===== config.mk =====
export PLATFORM = sky130hd
export DESIGN_NAME = seven_segment_decoder
export DESIGN_NICKNAME = d
export VERILOG_FILES = /design/src/rtl/seven_segment_decoder.sv
export SDC_FILE = /design/constraint.sdc
export NUM_CORES = 1
export LEC_CHECK = 0
export CORE_ASPECT_RATIO = 0.6
export CORE_MARGIN = 3
export CORE_UTILIZATION = 56
export DETAILED_ROUTE_END_ITERATION = 10
export GPL_TIMING_DRIVEN = 0
export MAX_ROUTING_LAYER = met4
export PLACE_DENSITY = 0.76
export SLEW_MARGIN = 25
export SYNTH_ARGS = -nofsm -noshare
export SYNTH_HDL_FRONTEND = slang
export SYNTH_SLANG_ARGS = --single-unit

===== constraint.sdc =====
create_clock -name clk -period 2.6 [get_ports clk]
set_clock_uncertainty 0.2 [all_clocks]
set_input_delay 0.52 -clock clk [delete_from_list [all_inputs] [get_ports clk]]
set_output_delay 0.52 -clock clk [all_outputs]
set_load 0.05 [all_outputs]

===== src/rtl/seven_segment_decoder.sv =====
// Rebuilds the 16-bit hex value and decimal points from multiplexed active-low
// anode/segment pins; each digit is captured once its pattern has settled.
module seven_segment_decoder #(
    parameter int unsigned STABLE_CYCLES = 16
) (
    input  logic        clk,
    input  logic        reset,
    input  logic [3:0]  anode,
    input  logic [7:0]  segment,
    output logic [15:0] dataOut,
    output logic [3:0]  pointOut,
    output logic        frameValid,
    output logic        decodeError
);

    localparam int unsigned CW = $clog2(STABLE_CYCLES + 1);
    localparam logic [CW-1:0] CNT_MAX    = CW'(STABLE_CYCLES);
    localparam logic [CW-1:0] CNT_STROBE = CW'(STABLE_CYCLES - 2);

    logic [3:0]    s_an_q, p_an_q;
    logic [7:0]    s_seg_q, p_seg_q;
    logic [CW-1:0] cnt_q, cnt_d;
    logic [3:0]    seen_q, seen_d;
    logic [15:0]   nib_q, nib_d;
    logic [3:0]    dp_q, dp_d;
    logic          done_q, done_d;
    logic [15:0]   data_q, data_d;
    logic [3:0]    point_q, point_d;
    logic          fv_q, err_q, err_d;

    logic       same, strobe, blank, pat_ok, capture_ok;
    logic [3:0] sel, nib_val, seen_base;
    logic [6:0] pat;

    always_comb begin
        same   = ({s_an_q, s_seg_q} == {p_an_q, p_seg_q});
        cnt_d  = !same ? '0 : ((cnt_q == CNT_MAX) ? cnt_q : cnt_q + 1'b1);
        strobe = same && (cnt_q == CNT_STROBE);
        blank  = (s_an_q == 4'hF);
        pat    = ~s_seg_q[6:0];

        pat_ok  = 1'b1;
        nib_val = 4'h0;
        case (pat)
            7'h3F: nib_val = 4'h0;
            7'h06: nib_val = 4'h1;
            7'h5B: nib_val = 4'h2;
            7'h4F: nib_val = 4'h3;
            7'h66: nib_val = 4'h4;
            7'h6D: nib_val = 4'h5;
            7'h7D: nib_val = 4'h6;
            7'h07: nib_val = 4'h7;
            7'h7F: nib_val = 4'h8;
            7'h6F: nib_val = 4'h9;
            7'h77: nib_val = 4'hA;
            7'h7C: nib_val = 4'hB;
            7'h39: nib_val = 4'hC;
            7'h5E: nib_val = 4'hD;
            7'h79: nib_val = 4'hE;
            7'h71: nib_val = 4'hF;
            default: pat_ok = 1'b0;
        endcase

        case (s_an_q)
            4'b1110: sel = 4'b0001;
            4'b1101: sel = 4'b0010;
            4'b1011: sel = 4'b0100;
            4'b0111: sel = 4'b1000;
            default: sel = 4'b0000;
        endcase

        // A completed frame clears seen on the same edge a new capture may land.
        seen_base  = done_q ? '0 : seen_q;
        capture_ok = strobe && (sel != 4'b0000) && pat_ok;
        seen_d     = capture_ok ? (seen_base | sel) : seen_base;
        done_d     = capture_ok && (seen_d == 4'hF);
        err_d      = strobe && !blank && ((sel == 4'b0000) || !pat_ok);

        nib_d = nib_q;
        dp_d  = dp_q;
        for (int unsigned i = 0; i < 4; i++) begin
            if (capture_ok && sel[i]) begin
                nib_d[4*i +: 4] = nib_val;
                dp_d[i]         = ~s_seg_q[7];
            end
        end

        data_d  = done_q ? nib_q : data_q;
        point_d = done_q ? dp_q  : point_q;
    end

    always_ff @(posedge clk) begin
        if (!reset) begin
            s_an_q  <= 4'hF;
            s_seg_q <= 8'hFF;
            p_an_q  <= 4'hF;
            p_seg_q <= 8'hFF;
            cnt_q   <= '0;
            seen_q  <= '0;
            nib_q   <= '0;
            dp_q    <= '0;
            done_q  <= 1'b0;
            data_q  <= '0;
            point_q <= '0;
            fv_q    <= 1'b0;
            err_q   <= 1'b0;
        end else begin
            s_an_q  <= anode;
            s_seg_q <= segment;
            p_an_q  <= s_an_q;
            p_seg_q <= s_seg_q;
            cnt_q   <= cnt_d;
            seen_q  <= seen_d;
            nib_q   <= nib_d;
            dp_q    <= dp_d;
            done_q  <= done_d;
            data_q  <= data_d;
            point_q <= point_d;
            fv_q    <= done_q;
            err_q   <= err_d;
        end
    end

    assign dataOut     = data_q;
    assign pointOut    = point_q;
    assign frameValid  = fv_q;
    assign decodeError = err_q;

endmodule


Yosys cells after proc, flatten, opt, wreduce, memory -nomap -nowiden
Index checks and enable logic that the tools add are counted.

Register bits: 76. Input bits: 14. Memories kept: 0. Output and inout bits: 22. RAM bits: 0. Latch bits: 0. Bits in read-only memories: 0. Logic and storage cells: 70.

Divide/modulo/power cells: 0. Reductions and logical operators: 17. Multiplexer cells: 5. Multipliers: 0. Equal/unequal tests: 25. Magnitude comparators: 0. Bitwise gates (word level): 3. Shifts and indexed selects: 0. $add $sub $neg: 1.

Operators by type and width (number): $eq 7x7->1 const B (12); $pmux 4 s15 (1); $eq 4x4->1 const B (5); $pmux 4 s4 (1); $reduce_or 16->1 (1); $eq 7x3->1 const B (2); $eq 7x6->1 const B (2); $eq 12x12->1 (1); $logic_and 1x1->1 (10); $mux 4 (2); $not 7->7 (1); $add 5x1->5 const B (1); $eq 5x4->1 const B (1); $eq 5x5->1 const B (1); $eq 4x3->1 const B (1); $logic_not 4->1 (1); $or 4x4->4 (1); $reduce_bool 4->1 (1); $logic_not 1->1 (2); $reduce_and 2->1 (1); $logic_or 1x1->1 (1); $mux 1 (1); $not 1->1 (1).

Logic depth before layout (Yosys ltp)
Gate-level depths: netlist of run 1.

Depth in word-level cells: 8. Depth in mapped cells: 7.

Least setup slack after synthesis of run 1
No wires, ideal clock.

Path type: register to register. Start: reg s_seg_q[1]. End: reg nib_q[2]. Path buffers: 1. Setup slack: 0.522 ns. Stages on the path, launching flop included: 7. Clock period less this slack: 2.078 ns. Arrival time: 1.740 ns. Cells stage by stage: dfxtp_1 -> buf_2 -> xnor2_2 -> nand4_1 -> nor4_4 -> o311ai_4 -> mux2i_1.

Cells in the longest elaborated chain, start to end: 6.

Ends and longest elaborated chain: from (decl) (line 21) `logic [7:0] s_seg_q, p_seg_q;`; from (signal assigned) (line 109) `s_seg_q <= segment;`; $not 7->7 (line 40) `pat = ~s_seg_q[6:0];`; $eq 7x7->1, or another cell as far along (line 44) `case (pat)`; $reduce_or 16->1 (no line); $mux 1 (line 44); $logic_and 1x1->1 (line 74) `capture_ok = strobe && (sel != 4'b0000) && pat_ok;`; $logic_and 1x1->1 (line 82) `if (capture_ok && sel[i]) begin`; to (signal assigned) (line 114) `nib_q <= nib_d;`; to (decl) (line 24) `logic [15:0] nib_q, nib_d;`.

Parallel ways exist; a longest one is shown, timed or not. A chain may end at the register's enable or synchronous reset.

Final worst setup path of run 1
Start: reg s_seg_q[5]. End: reg nib_q[0].

The elaborated chain is that of the path after synthesis.

==> impl_metrics.tcl, run 1 <==
set metrics [dict create \
    status "finished, final reports clean" \
    io_pins 36 \
    yosysSeqAreaShare_pct 45.5 \
    die_area_mm2 0.00696 \
    synth_nets 351 \
    slowest_stage "o22ai_2" \
    n_antenna_cell 0 \
    syn-instance-count 334 \
    ys_seq_elements 76 \
    synth_cell_type_count 52 \
    p_seq_share_pct 49.1 \
    fin_crit_ns 2.58 \
    p_per_area_mw_per_mm2 605 \
    cts_tree "yes" \
    tightestPinTransition_ns 0.787 \
    cts_setup_buffers 0 \
    arrival_ns 2.55 \
    intPower_mw 1.89 \
    antenna_found_initial 0 \
    grt_pass1_wl_mm 12.0 \
    rsz0062_at_grt "no" \
    drc_errors 0 \
    cts_resized 0 \
    cts_root_buf "clkbuf_8" \
    wl_mm 7.11 \
    clk_pin_slew_worst_paths_ns 0.08 \
    area_delta_synth_final_pct 20.4 \
    dieWidth_um 106 \
    num_vias 2521 \
    busiest_layer "met1" \
    die_h_um 65.8 \
    power_frac_comb_pct 6.7 \
    fin_nets 396 \
    r2r_slack_ns 0.02 \
    cap_violations 0 \
    numCtsBuffers 9 \
    finalNonFillerCells 464 \
    use_met2_pct 30.6 \
    async_flop_share_pct 0 \
    relSlewSlack_pct 47.1 \
    utilization_pct 70.9 \
    setup_violations 0 \
    use_met1_pct 33.3 \
    gp_congestion 0.909 \
    multi_input_area_mm2 0.00169 \
    place_inst 448 \
    grt.met3_usage_pct 6.24 \
    clkPwrFrac_pct 44.1 \
    hold_class "register to register" \
    ant_nets 0 \
    slowest_delay_ns 0.56 \
    avgSynthCellArea_um2 10.0 \
    min_path_cells 2 \
    vdd_drop_max_uv 326 \
    row_count 21 \
    clkSinkCount 76 \
    finalHoldViolations 0 \
    synth-edff-count 0 \
    start_util_pct 58.9 \
    drt_iter0_markers 120 \
    fmax_mhz 388 \
    worstSetupStartpointType "register" \
    via_per_inst 5.43 \
    hold_buffers 0 \
    setup_tns_ns 0 \
    grt_max_degree 14 \
    worstSkewPairLatency_ns 0.34 \
    sw_frac_of_total_pct 22.4 \
    worstPathMaxFanout 10 \
    core-area_mm2 0.00568 \
    leakage_nw 1.49 \
    grt_overflow 0 \
    drive_gt1_share_pct 9.90 \
    path_class "register to register" \
    synth_flop_cell "dfxtp_1" \
    path_cells "buf_6 -> nor2b_1 -> a21oi_1 -> o22ai_2 -> o311ai_4 -> mux2i_1" \
    seq_area_mm2 0.00152 \
    report.final.slew_viol_count 0 \
    fillers 436 \
    track_usage_pct 22.7 \
    grt_pass1_vias 2421 \
    worstRegToRegCells 6 \
    cts_max_level 3 \
    yosysWarnings 0 \
    routedWlPerCell_um 15.3 \
    clk_path_buf_depth 2 \
    cp.required_ns 2.58 \
    dpl.hpwl_mm 5.02 \
    final_cell_mix "dfxtp_1 (76), mux2i_1 (38), clkdlybuf4s50_1 (34), nand2_1 (31), nand2b_1 (30)" \
    setup.worst_path.end_class "register" \
    fin_crit_sh_pct 99.1 \
    synth.cell_area_mm2 0.00334 \
    power.switching_mw 0.544 \
    io_buffers 34 \
    holdWs_ns 0.262 \
    final_common_cell "dfxtp_1" \
    firstDrtPassIters 4 \
]
## layout make-up
| cell class | instances | area share [%] |
|---|---|---|
| clock inverters | 6 | 2.80 |
| repair buffers | 34 | 8.46 |
| flip-flops and latches | 76 | 37.8 |
| inverters | 4 | 0.373 |
| clock buffers | 10 | 3.17 |
| plain buffers | 22 | 2.83 |
| well taps | 80 | 2.49 |
| multi-input cells | 232 | 42.0 |
## layer usage
layer / vias to the layer above / wire [um]
li1: 1250 / -
met1: 1181 / 3890
met2: 80 / 2790
met3: 10 / 379
met4: 0 / 55
met5: - / 0
## worst paths after layout
check,start,endpoint
setup / recovery,s_seg_q[5]$_SDFF_PN1_,nib_q[0]$_SDFFE_PN0P_
setup reg to reg,s_seg_q[5]$_SDFF_PN1_,nib_q[0]$_SDFFE_PN0P_
hold / removal,nib_q[4]$_SDFFE_PN0P_,nib_q[4]$_SDFFE_PN0P_
hold reg to reg,nib_q[4]$_SDFFE_PN0P_,nib_q[4]$_SDFFE_PN0P_
## power groups by stage
stage                     logic [mW]  clock network, mW  registers, mW
after global routing           0.180               1.14           1.20
after detailed placement       0.160                  0           1.22
after global placement         0.157                  0           1.22
after CTS                      0.162               1.08           1.20
after floorplan                0.115                  0           1.22
final                          0.164               1.07           1.20
## critical path, delay by kind of cell (launching register included)
family / cells / cell delay [ns]
compound gates: 3 / 1.00
simple gates: 1 / 0.45
buf+inv: 1 / 0.17
mux: 1 / 0.20
flops: 1 / 0.37
## flip-flops by register name, summed over array words and instances, names as in the netlist
signal	cells
s_seg_q	8
s_an_q	4
pointOut	4
done_q	1
p_seg_q	8
nib_q	16
decodeError	1
dataOut	16
dp_q	4
seen_q	4
cnt_q	5
frameValid	1
p_an_q	4
## Yosys cell counts (2+ instances only)
cell,number,area share [%]
inv_1,3,0.34
dfxtp_1,76,46
o31ai_1,2,0.45
nor4_4,2,1.3
nor4bb_1,2,0.60
nor2b_1,3,0.56
nor4_1,3,0.56
buf_1,3,0.34
o311ai_4,4,3.1
o22ai_1,4,0.75
nor3_1,4,0.60
a21oi_1,10,1.5
clkbuf_1,9,1.0
nand4_1,7,1.3
and3_1,3,0.56
buf_2,7,1.0
nor3b_1,5,1.1
mux2i_1,38,11
nor2_1,28,3.1
a31oi_1,2,0.37
buf_6,3,1.0
nand2_1,31,3.5
nand2b_1,30,5.6
o21ai_1,3,0.45
ha_1,3,1.1
nand3b_1,2,0.45
nand3_1,3,0.45
xor2_1,3,0.79
xnor2_1,14,3.7
o21ai_0,4,0.60
and2_1,2,0.37
## stage by stage
stage | worst slack, ns | total power, mW | instance area [um^2]
3_3_place_gp | 0.259 | 1.38 | 3780
3_5_place_dp | 0.225 | 1.38 | 3780
4_1_cts | 0.153 | 2.44 | 4020
6_report | 0.0242 | 2.43 | 4020
5_1_grt | 0.00996 | 2.52 | 4020
2_1_floorplan | 0.522 | 1.33 | 3340
## cells by family (layout without fill, tap and decap cells)
family                   after synthesis  count (layout)  share of synthesized area [%]
buffers and inverters                 26              76                           3.86
AND/OR/NAND/NOR                      133             133                           22.2
adder cells (fa/ha/maj)                3               3                           1.12
flip-flops                            76              76                           45.5
XOR/XNOR                              19              19                           5.43
AO/OA/AOI/OAI                         39              39                           10.4
multiplexers                          38              38                           11.4
(Power assumes the default switching activity.)
==> run 2: changes to the inputs <==
--- a/config.mk
+++ b/config.mk
@@ -5,7 +5,6 @@
 export SDC_FILE = /design/constraint.sdc
 export NUM_CORES = 1
 export LEC_CHECK = 0
-export CORE_ASPECT_RATIO = 0.6
 export CORE_MARGIN = 3
 export CORE_UTILIZATION = 56
 export DETAILED_ROUTE_END_ITERATION = 10
==> impl_metrics.tcl, run 2 (synthesized netlist as in run 1, its figures left out) <==
set metrics [dict create \
    status "finished, final reports clean" \
    path_cells "buf_6 -> clkbuf_1 -> and3b_1 -> a21oi_1 -> o21ai_0 -> o21ai_0 -> mux2i_1" \
    cts_root_buf "clkbuf_8" \
    place_area_mm2 0.00377 \
    leakage_nw 1.47 \
    track_usage_pct 20.3 \
    min_to "nib_q[7]$_SDFFE_PN0P_" \
    via_per_inst 5.51 \
    drc_errors 0 \
    firstDrtPassIters 4 \
    start_util_pct 59.2 \
    final_common_cell "dfxtp_1" \
    slowest_delay_ns 0.74 \
    fmax_mhz 409 \
    cts_setup_buffers 0 \
    final_cell_mix "dfxtp_1 (76), mux2i_1 (38), clkdlybuf4s50_1 (34), nand2_1 (31), nand2b_1 (30)" \
    routedWlPerCell_um 14.5 \
    hold_buffers 0 \
    grt_overflow 0 \
    power_mw 2.30 \
    tightestPinTransition_ns 0.946 \
    cts_max_level 3 \
    min_path_cells 2 \
    cts_resized 0 \
    cts_tree "yes" \
    setup_ws_ns 0.154 \
    antenna_found_initial 0 \
    io_pins 36 \
    setup_tns_ns 0 \
    rr_endpoint "nib_q[12]$_SDFFE_PN0P_" \
    area_delta_synth_final_pct 19.0 \
    setup_violations 0 \
    clk_path_buf_depth 2 \
    holdWs_ns 0.262 \
    numCtsBuffers 9 \
    r2r_start "s_seg_q[0]$_SDFF_PN1_" \
    vdd_drop_max_uv 393 \
    grt_pass1_vias 2451 \
    fin_crit_ns 2.45 \
    num_vias 2507 \
    grt_max_degree 13 \
    path_class "register to register" \
    report.final.slew_viol_count 0 \
    drt_iter0_markers 123 \
    rsz0062_at_grt "no" \
    worstPathMaxFanout 10 \
    worstSkewPairLatency_ns 0.34 \
    row_count 27 \
    die_area_mm2 0.00693 \
    cp_common_cell "o21ai_0" \
    cp.required_ns 2.59 \
    slowest_stage "o21ai_0" \
    core-area_mm2 0.00564 \
    worstRegToRegCells 7 \
    ant_nets 0 \
    hold_start "nib_q[7]$_SDFFE_PN0P_" \
    die_h_um 83.2 \
    arrival_ns 2.43 \
    io_buffers 34 \
    hold_class "register to register" \
    r2r_slack_ns 0.15 \
    finalHoldViolations 0 \
    grt_pass1_wl_mm 11.2 \
    worstSetupStartpointType "register" \
    relSlewSlack_pct 36.3 \
    clk_pin_slew_worst_paths_ns 0.08 \
    dpl.hpwl_mm 4.75 \
    n_antenna_cell 0 \
    gp_congestion 0.902 \
    post-place-ws_ns 0.231 \
    fin_crit_sh_pct 94.1 \
    p_per_area_mw_per_mm2 578 \
    cap_violations 0 \
    dieWidth_um 83.2 \
    clkSinkCount 76 \
    setup.worst_path.end_class "register" \
    post-route-cell-area_mm2 0.00398 \
    fin_nets 396 \
    wl_mm 6.59 \
    drive_gt1_share_pct 9.66 \
]
[run 2: cell count changes in the layout (fill, tap and decap cells not counted)]
cell and change:
clkinv_2 +1, clkinv_4 -2, bufinv_16 -1, clkinvlp_4 +1
[run 2: per-stage QoR]
| step | std cells | utilization, % |
|---|---|---|
| final | 455 | 70.5 |
| after global routing | 455 | 70.5 |
| after CTS | 455 | 70.5 |
| after detailed placement | 440 | 66.8 |
| after global placement | 440 | 66.8 |
| after floorplan | 334 | - |
[run 2: per-layer routing]
metal / GRT usage [%] / part of all wire, % / vias to the layer above
met2: 31.9 / 47 / 68
met3: 4.17 / 5.0 / 21
met4: 9.66 / 3.1 / 0
met1: 24.8 / 45 / 1160
met5: - / 0 / -
li1: - / - / 1258
[run 2: final cells by class]
type | count | area [um^2]
fill | 440 | 1670
sequential | 76 | 1520
clock buffer | 10 | 128
inverter | 4 | 15.0
tap | 72 | 90.1
buffer | 22 | 114
timing repair buffer | 34 | 340
clock inverter | 5 | 77.6
multi-input combinational | 232 | 1690
[run 2: worst max path at each step]
stage	end	from	slack, ns	cells past startpoint
2_1_floorplan	nib_q[2]$_SDFFE_PN0P_	s_seg_q[1]$_SDFF_PN1_	0.52	6
3_3_place_gp	nib_q[0]$_SDFFE_PN0P_	s_seg_q[1]$_SDFF_PN1_	0.24	6
3_5_place_dp	nib_q[4]$_SDFFE_PN0P_	s_seg_q[1]$_SDFF_PN1_	0.23	6
4_1_cts	nib_q[12]$_SDFFE_PN0P_	s_seg_q[0]$_SDFF_PN1_	0.23	7
5_1_grt	done_q$_SDFF_PN0_	s_an_q[1]$_SDFF_PN1_	0.005	5
6_report	nib_q[12]$_SDFFE_PN0P_	s_seg_q[0]$_SDFF_PN1_	0.15	7
[run 2: worst max-delay path: cells and delay by family (launching register included)]
kind / cells / cell delay (ns)
simple gates: 1 / 0.22
compound gates: 3 / 0.92
flops: 1 / 0.33
buf+inv: 2 / 0.45
mux: 1 / 0.16
[run 2: where the power goes]
part | leakage (nW) | internal (mW) | switching (mW)
clock | 0.102 | 0.532 | 0.412
combinational | 0.752 | 0.0686 | 0.0901
sequential | 0.618 | 1.18 | 0.0149
